`src/rtl/filter_pkg.sv`:
```
// Shared widths, coefficient constants and FSM encoding for the one-pole
// recursive lowpass voice sequencer and its coefficient helper.
package filter_pkg;

    localparam int SAMPLE_W = 18;
    localparam int COEF_W   = 18;
    localparam int DELAY_W  = 36;
    localparam int ACC_W    = 37;
    localparam int PROD_W   = SAMPLE_W + COEF_W;

    localparam logic [DELAY_W-1:0] DELAY_MAX = 36'h7FFFFFFFF;

    typedef enum logic [1:0] {
        IDLE,
        FETCH,
        MUL,
        WRITE
    } seq_state_t;

    // Doubles the product sum (restores the Q0.17 x Q0.17 gain) and clamps it
    // into the signed product range instead of letting it wrap.
    function automatic logic signed [PROD_W-1:0] gain_saturate(
        input logic signed [ACC_W-1:0] sum
    );
        logic signed [ACC_W:0] dbl;
        logic [2:0]            top;
        dbl = {sum, 1'b0};
        top = dbl[ACC_W:PROD_W-1];
        if (top == 3'b000 || top == 3'b111) begin
            return dbl[PROD_W-1:0];
        end else if (!dbl[ACC_W]) begin
            return {1'b0, {(PROD_W-1){1'b1}}};
        end else begin
            return {1'b1, {(PROD_W-1){1'b0}}};
        end
    endfunction

endpackage

```
`src/rtl/onepole_coef.sv`:
```
// Maps a signed Q0.35 delay value to the one-pole coefficient pair
// {a0, b1}; negative delays are treated as zero. Purely combinational.
module onepole_coef
    import filter_pkg::*;
(
    input  logic signed [DELAY_W-1:0] delay_i,
    output logic signed [COEF_W-1:0]  a0_o,
    output logic signed [COEF_W-1:0]  b1_o
);

    logic [DELAY_W-1:0] clamped;
    logic [DELAY_W-1:0] complement;

    assign clamped    = delay_i[DELAY_W-1] ? '0 : delay_i;
    assign complement = DELAY_MAX - clamped;

    // Both operands are non-negative here, so the top bits equal an arithmetic shift.
    assign b1_o = clamped[DELAY_W-1 -: COEF_W];
    assign a0_o = complement[DELAY_W-1 -: COEF_W];

endmodule

```
`src/rtl/recursive_filter_sequencer.sv`:
```
// Time-multiplexed one-pole lowpass: once per sample tick, walks every voice
// through FETCH/MUL/WRITE, updating its stored output and emitting one sample.
module recursive_filter_sequencer
    import filter_pkg::*;
#(
    parameter int VOICES = 8,
    parameter int IDX_W  = 3
) (
    input  logic                       clk,
    input  logic                       reset,
    input  logic                       sample_tick,
    output logic [IDX_W-1:0]           sel_voice,
    input  logic signed [SAMPLE_W-1:0] data_in,
    input  logic signed [DELAY_W-1:0]  delay,
    input  logic                       clr_req,
    input  logic [IDX_W-1:0]           clr_voice,
    output logic                       out_valid,
    output logic [IDX_W-1:0]           out_voice,
    output logic signed [SAMPLE_W-1:0] out_data,
    output logic                       busy,
    output logic                       done,
    output logic                       overrun
);

    localparam logic [IDX_W-1:0] LAST_IDX = IDX_W'(VOICES - 1);

    seq_state_t state_q, state_d;
    logic [IDX_W-1:0] idx_q, idx_d;
    logic             ld_fetch;
    logic             ld_mul;
    logic             wr_en;

    logic signed [SAMPLE_W-1:0] data_q;
    logic signed [DELAY_W-1:0]  delay_q;
    logic signed [SAMPLE_W-1:0] prev_q;
    logic signed [PROD_W-1:0]   p0_q;
    logic signed [PROD_W-1:0]   p1_q;

    logic                       out_valid_q;
    logic [IDX_W-1:0]           out_voice_q;
    logic signed [SAMPLE_W-1:0] out_data_q;
    logic                       done_q;
    logic                       overrun_q;

    logic signed [COEF_W-1:0]   a0;
    logic signed [COEF_W-1:0]   b1;
    logic signed [ACC_W-1:0]    sum;
    logic signed [PROD_W-1:0]   sat;
    logic signed [SAMPLE_W-1:0] y;

    logic signed [SAMPLE_W-1:0] state_rd [VOICES];

    // ------------------------------------------------------------------
    // Sequencer FSM
    // ------------------------------------------------------------------
    always_ff @(posedge clk) begin
        if (reset) begin
            state_q <= IDLE;
            idx_q   <= '0;
        end else begin
            state_q <= state_d;
            idx_q   <= idx_d;
        end
    end

    always_comb begin
        state_d  = state_q;
        idx_d    = idx_q;
        ld_fetch = 1'b0;
        ld_mul   = 1'b0;
        wr_en    = 1'b0;
        case (state_q)
            IDLE: begin
                if (sample_tick) begin
                    idx_d   = '0;
                    state_d = FETCH;
                end
            end
            FETCH: begin
                ld_fetch = 1'b1;
                state_d  = MUL;
            end
            MUL: begin
                ld_mul  = 1'b1;
                state_d = WRITE;
            end
            WRITE: begin
                wr_en = 1'b1;
                // idx returns to 0 on the way out so sel_voice reads 0 while idle.
                if (idx_q == LAST_IDX) begin
                    idx_d   = '0;
                    state_d = IDLE;
                end else begin
                    idx_d   = idx_q + 1'b1;
                    state_d = FETCH;
                end
            end
            default: begin
                idx_d   = '0;
                state_d = IDLE;
            end
        endcase
    end

    // ------------------------------------------------------------------
    // Arithmetic pipeline
    // ------------------------------------------------------------------
    onepole_coef u_coef (
        .delay_i (delay_q),
        .a0_o    (a0),
        .b1_o    (b1)
    );

    assign sum = $signed({p0_q[PROD_W-1], p0_q}) + $signed({p1_q[PROD_W-1], p1_q});
    assign sat = gain_saturate(sum);
    assign y   = sat[PROD_W-1 -: SAMPLE_W];

    always_ff @(posedge clk) begin
        if (reset) begin
            data_q  <= '0;
            delay_q <= '0;
            prev_q  <= '0;
            p0_q    <= '0;
            p1_q    <= '0;
        end else begin
            // prev is captured here, so a later clear of this voice cannot disturb the in-flight result.
            if (ld_fetch) begin
                data_q  <= data_in;
                delay_q <= delay;
                prev_q  <= state_rd[idx_q];
            end
            if (ld_mul) begin
                p0_q <= PROD_W'(data_q) * PROD_W'(a0);
                p1_q <= PROD_W'(prev_q) * PROD_W'(b1);
            end
        end
    end

    // ------------------------------------------------------------------
    // Per-voice filter state: one write port, clear port has priority
    // ------------------------------------------------------------------
    for (genvar gi = 0; gi < VOICES; gi++) begin : g_state
        logic signed [SAMPLE_W-1:0] cell_q;

        always_ff @(posedge clk) begin
            if (reset) begin
                cell_q <= '0;
            end else if (clr_req && (clr_voice == IDX_W'(gi))) begin
                cell_q <= '0;
            end else if (wr_en && (idx_q == IDX_W'(gi))) begin
                cell_q <= y;
            end
        end

        assign state_rd[gi] = cell_q;
    end

    // ------------------------------------------------------------------
    // Output and status registers
    // ------------------------------------------------------------------
    always_ff @(posedge clk) begin
        if (reset) begin
            out_valid_q <= 1'b0;
            out_voice_q <= '0;
            out_data_q  <= '0;
            done_q      <= 1'b0;
            overrun_q   <= 1'b0;
        end else begin
            out_valid_q <= wr_en;
            done_q      <= wr_en && (idx_q == LAST_IDX);
            if (wr_en) begin
                out_voice_q <= idx_q;
                out_data_q  <= y;
            end
            if (sample_tick && (state_q != IDLE)) begin
                overrun_q <= 1'b1;
            end
        end
    end

    assign sel_voice = idx_q;
    assign busy      = (state_q != IDLE);
    assign out_valid = out_valid_q;
    assign out_voice = out_voice_q;
    assign out_data  = out_data_q;
    assign done      = done_q;
    assign overrun   = overrun_q;

endmodule
```
`config.mk`:
```
export PLATFORM = sky130hd
export DESIGN_NAME = recursive_filter_sequencer
export DESIGN_NICKNAME = d
export VERILOG_FILES = /design/src/rtl/filter_pkg.sv /design/src/rtl/onepole_coef.sv /design/src/rtl/recursive_filter_sequencer.sv
export SDC_FILE = /design/constraint.sdc
export NUM_CORES = 2
export LEC_CHECK = 0
export CORE_MARGIN = 3
export CORE_UTILIZATION = 65
export DETAILED_ROUTE_END_ITERATION = 7
export PLACE_DENSITY = 0.93
export SYNTH_ARGS = -nofsm -noshare
export SYNTH_HDL_FRONTEND = slang
export SYNTH_HIERARCHICAL = 1
export SYNTH_SLANG_ARGS = --single-unit
export TNS_END_PERCENT = 30
```
`constraint.sdc`:
```
create_clock -name clk -period 9.6 [get_ports clk]
set_clock_uncertainty 0.2 [all_clocks]
set_input_delay 1.92 -clock clk [delete_from_list [all_inputs] [get_ports clk]]
set_output_delay 1.92 -clock clk [all_outputs]
set_load 0.03 [all_outputs]
```
Word-level counts from Yosys, hierarchy flattened
Cells that the tools add are included.
{"block": "totals", "reg_bits": 317, "out_inout_bits": 28, "word_cells": 94}
{"block": "op_classes", "addsub": 3, "n_mul": 2, "n_reduce_logical": 33, "n_lt_le_gt_ge": 1, "mux": 15, "n_eq_ne": 19, "bitwise_logic": 1}
{"cell": "multiplier 18 x 18 -> 36 bit", "count": 2}
{"cell": "two-way mux 36 bit", "count": 2}
{"cell": "binary-select mux 18 bit (select 3 bit)", "count": 1}
{"cell": "adder 36 x 36 -> 37 bit", "count": 1}
{"cell": "two-way mux 18 bit", "count": 2}
{"cell": "subtractor 35 x 35 -> 36 bit, first input constant", "count": 1}
{"cell": "two-way mux 35 bit", "count": 1}
{"cell": "== test 3 bit, second input constant", "count": 9}
{"cell": "logical AND 1 bit", "count": 17}
{"cell": "OR reduction 2 bit", "count": 8}
{"cell": "== test 3 x 2 -> 1 bit, second input constant", "count": 4}
{"cell": "zero test 3 bit", "count": 3}
{"cell": "case mux 2 bit (4 select lines)", "count": 1}
{"cell": "== test 3 x 1 -> 1 bit, second input constant", "count": 2}
{"cell": "two-way mux 3 bit", "count": 2}
{"cell": "case mux 3 bit (2 select lines)", "count": 1}
{"cell": "== test 2 bit, second input constant", "count": 2}
{"cell": "greater-or-equal comparator 4 bit, second input constant", "count": 1}
{"cell": "two-way mux 1 bit", "count": 4}
{"cell": "inverter 3 -> 4 bit", "count": 1}
{"cell": "nonzero test 2 bit", "count": 2}
{"cell": "adder 3 x 1 -> 3 bit, second input constant", "count": 1}
{"cell": "== test 2 x 1 -> 1 bit, second input constant", "count": 1}
{"cell": "zero test 2 bit", "count": 1}
{"cell": "4 further kinds", "count": 4}

Longest topological paths before layout
{"block": "depth", "ltp_word": 4, "mapped_depth": 28}

By module
Netlist, hierarchy kept.
{"mod": "recursive_filter_sequencer", "seq_area_each_um2": 6346.1, "cells_each": 4182, "instances": 1, "area_per_inst_um2": 38431.9}
{"mod": "onepole_coef", "seq_area_each_um2": 0.0, "cells_each": 40, "instances": 1, "area_per_inst_um2": 251.5}

Worst setup path before layout
OpenSTA, ideal clock, no wires.
{"block": "synth_path", "path_type": "flip-flop to flip-flop", "from": "register delay_q[35]", "to": "register p1_q[33]", "n_path_buf": 3, "period_less_slack_ns": 7.076, "path_stages_with_launch": 27, "arrival_time_ns": 6.742, "required_time_ns": 9.266, "setup_slack_ns": 2.524, "path_cell_list": "dfxtp_1 buf_4 nor2b_1 clkbuf_1 clkbuf_1 nand2_1 fa_1 inv_1 fa_1 inv_1 fa_1 inv_1 fa_1 fa_1 inv_1 fa_1 inv_1 ha_1 and3_1 a221oi_1 nand2_1 a21oi_2 nor3_1 o41ai_2 o21ai_1 nor4bb_1 or4_1"}
{"block": "synth_between", "elab_chain_len": 2}
{"item": "from (decl)", "line": "recursive_filter_sequencer.sv:34", "source": "logic signed [DELAY_W-1:0] delay_q;"}
{"item": "from (signal assigned)", "line": "recursive_filter_sequencer.sv:129", "source": "delay_q <= delay;"}
{"item": "two-way mux 35 bit", "line": "onepole_coef.sv:14", "source": "assign clamped = delay_i[DELAY_W-1] ? '0 : delay_i;"}
{"item": "via b1[9]", "line": "recursive_filter_sequencer.sv:46", "source": "logic signed [COEF_W-1:0] b1;"}
{"item": "multiplier 18 x 18 -> 36 bit", "line": "recursive_filter_sequencer.sv:134", "source": "p1_q <= PROD_W'(prev_q) * PROD_W'(b1);"}
{"item": "to (signal assigned)", "line": "recursive_filter_sequencer.sv:134"}
{"item": "to (decl)", "line": "recursive_filter_sequencer.sv:37", "source": "logic signed [PROD_W-1:0] p1_q;"}
The timed path passes the listed nets, and every way through them passes these cells.
A chain may end at the register's enable or synchronous reset.

Worst setup path in the final report
Ends and elaborated chain as after synthesis.

==> flow_metrics.env <==
export IMPL_die_w_um=248
export IMPL_worstHoldPathCells=2
export IMPL_rows=88
export IMPL_drt_pass1_iterations=7
export IMPL_r2r_end="p1_q[33]$_SDFFE_PP0N_"
export IMPL_start_util_pct=65.9
export IMPL_worstSkewPairLatency_ps=610
export IMPL_critical_path_required_ps=9880
export IMPL_synth_cell_area_um2=38100
export IMPL_hold_end="g_state[7].cell_q[17]$_SDFFE_PP0P_"
export IMPL_num_fill_cells=3869
export IMPL_worst_setup_path_end_kind="flop"
export IMPL_antenna_violating_nets_left=0
export IMPL_cts_num_sinks=299
export IMPL_cts_hold_buffers=0
export IMPL_critical_path_max_stage_delay_ps=1190
export IMPL_place_ws_ps=1260
export IMPL_dp_hpwl_mm=72.8
export IMPL_outcome="finished, final reports clean"
export IMPL_hold_violations=0
export IMPL_grt_start_max_net_pins=118
export IMPL_antenna_cells=0
export IMPL_synthToLayoutAreaGrowth_pct=5.39
export IMPL_cts_inserted_buffers=30
export IMPL_final_min_clock_period_ps=8510
export IMPL_timing_critical_path_mode_cell="sky130_fd_sc_hd__fa_1"
export IMPL_via_count=29927
export IMPL_die_area_um2=61500
export IMPL_r2r_start="delay_q[35]$_SDFFE_PP0N_"
export IMPL_syn_avg_cell_area_um2=9.14
export IMPL_timing_final_crit_share_pct=88.6
export IMPL_die_ht_um=248
export IMPL_grt_antenna_before_repair=0
export IMPL_timing_critical_path_cells="nor2b_1 -> and2_1 -> fa_1 -> inv_1 -> fa_1 -> fa_1 -> fa_1 -> inv_1 -> fa_1 -> inv_1 -> fa_1 -> inv_1 -> ha_1 -> and3_1 -> a221oi_1 -> nand2_1 -> a21oi_2 -> nor3_1 -> o41ai_2 -> o21ai_1 -> nor4bb_1 -> or4_1"
export IMPL_placement_io_buffers=70
export IMPL_cap_violations=0
export IMPL_worst_r2r_setup_slack_ps=1090
export IMPL_max_slew_margin_pct=11.2
export IMPL_first_global_vias=32795
export IMPL_timing_final_max_slew_violations=0
export IMPL_global_route_wire_length_before_repair_mm=160
export IMPL_worst_slew_pin_slew_ps=1330
export IMPL_layout_commonest_cell="sky130_fd_sc_hd__inv_1"
export IMPL_grt_setup_unrepaired="no"
export IMPL_tritoncts="built"
export IMPL_gp_routability_congestion=0.918
export IMPL_setup_tns_ps=0
export IMPL_wl_mm=95.7
export IMPL_drt_vias_per_instance=6.14
export IMPL_worstSetupStartpointType="flop"
export IMPL_globalRouteTotalUtil_pct=32.3
export IMPL_cts_post_setup_buffers_inserted=0
export IMPL_report_final_setup_viol=0
export IMPL_max_clock_freq_mhz=118
export IMPL_ff2ff_path_depth=22
export IMPL_worst_endpoint_arrival_ps=8790
export IMPL_drt_first_iter_violations=2760
export IMPL_clock_transition_time_at_the_flip_flop_clock_pins_of_the_worst_setup_and_hold_paths_ps=70
export IMPL_core_region_area_um2=57800
export IMPL_cts_repair_resize_count=0
export IMPL_postSynthCellCount=4166
export IMPL_drive_above_1_share_pct=4.21
export IMPL_finalNetCount=5035
export IMPL_post_drt_wl_per_cell_um=19.6
export IMPL_num_io_pins=89
export IMPL_final_critical_path_setup_slack_ps=1090
export IMPL_crit_start="delay_q[35]$_SDFFE_PP0N_"
export IMPL_ctsRootBufferMaster="sky130_fd_sc_hd__clkbuf_16"
export IMPL_path_class="reg -> reg"
export IMPL_hold_path_class="reg -> reg"
export IMPL_timing_hold_worst_start="g_state[7].cell_q[17]$_SDFFE_PP0P_"
export IMPL_drc=0
export IMPL_cts_path_max_buffers=3
export IMPL_critical_path_slowest_cell="sky130_fd_sc_hd__nor2b_1"
export IMPL_grt_overflow_total=0
export IMPL_postLayoutCoreUtil_pct=69.4
export IMPL_yosysWarningCount=6
export IMPL_critical_path_top_delay_family="adder cells"
export IMPL_cp_num_buf_inv=4
export IMPL_layout_cells_most_common_list="sky130_fd_sc_hd__inv_1, sky130_fd_sc_hd__fa_1, sky130_fd_sc_hd__nand2_1"
export IMPL_cts_htree_levels=1
export IMPL_worstPathMaxFanout=35
==> worst max-delay path by stage <==
| stage | endpoint | slack [ps] | cells past startpoint |
|---|---|---|---|
| CTS | p1_q[33]$_SDFFE_PP0N_ | 1230 | 23 |
| detailed placement | p1_q[33]$_SDFFE_PP0N_ | 1260 | 23 |
| global route | p0_q[34]$_SDFFE_PP0N_ | 730 | 23 |
| global placement | p1_q[33]$_SDFFE_PP0N_ | 1530 | 23 |
| floorplan | p1_q[33]$_SDFFE_PP0N_ | 2520 | 26 |
| finish | p1_q[33]$_SDFFE_PP0N_ | 1090 | 22 |
==> metal layers <==
layer  up-vias  track usage [%]  part of all wire [%]  routed length, um
met3       458             5.66                   9.5               9130
met1     14834             39.7                    36              34400
met2      1710             56.0                    49              47100
met5         -                0                     0                  0
li1      12925                -                     -                  -
met4         0             14.5                   5.3               5040
==> flip-flops by register name (all words and copies together), names as in the netlist <==
| name | cells |
|---|---|
| data_q | 18 |
| delay_q | 18 |
| done | 1 |
| g_state.cell_q | 144 |
| out_data | 18 |
| out_valid | 1 |
| out_voice | 3 |
| overrun | 1 |
| p0_q | 36 |
| p1_q | 36 |
| prev_q | 18 |
| sel_voice | 3 |
| state_q | 2 |
==> worst register-to-register path, stage by stage, from the launching register on <==
cell,delay [ps]
sky130_fd_sc_hd__dfxtp_1,680
sky130_fd_sc_hd__nor2b_1,1190
sky130_fd_sc_hd__and2_1,300
sky130_fd_sc_hd__fa_1,430
sky130_fd_sc_hd__inv_1,90
sky130_fd_sc_hd__fa_1,440
sky130_fd_sc_hd__fa_1,450
sky130_fd_sc_hd__fa_1,490
sky130_fd_sc_hd__inv_1,50
sky130_fd_sc_hd__fa_1,530
sky130_fd_sc_hd__inv_1,60
sky130_fd_sc_hd__fa_1,530
sky130_fd_sc_hd__inv_1,60
sky130_fd_sc_hd__ha_1,340
sky130_fd_sc_hd__and3_1,270
sky130_fd_sc_hd__a221oi_1,470
sky130_fd_sc_hd__nand2_1,120
sky130_fd_sc_hd__a21oi_2,190
sky130_fd_sc_hd__nor3_1,130
sky130_fd_sc_hd__o41ai_2,480
sky130_fd_sc_hd__o21ai_1,160
sky130_fd_sc_hd__nor4bb_1,180
sky130_fd_sc_hd__or4_1,560
==> per-stage QoR <==
stage | hold slack [ps] | instance area (um2) | std cells
floorplan | 229 | 38100 | 4167
global placement | 239 | 39100 | 4818
detailed placement | 248 | 39100 | 4818
CTS | 267 | 40100 | 4871
global route | 292 | 40100 | 4871
finish | 268 | 40100 | 4871
==> cell type report <==
cell class	instances	area, um2	area share, %
Clock buffer	45	877	2.19
Clock inverter	8	96.3	0.240
Inverter	779	2920	7.29
Multi-Input combinational cell	2870	28300	70.6
Sequential cell	299	5990	14.9
Tap cell	765	957	2.39
Timing Repair Buffer	105	965	2.40
Power is not shown: default switching activity piles up to over one toggle a cycle in this logic, so the estimate is an artifact.
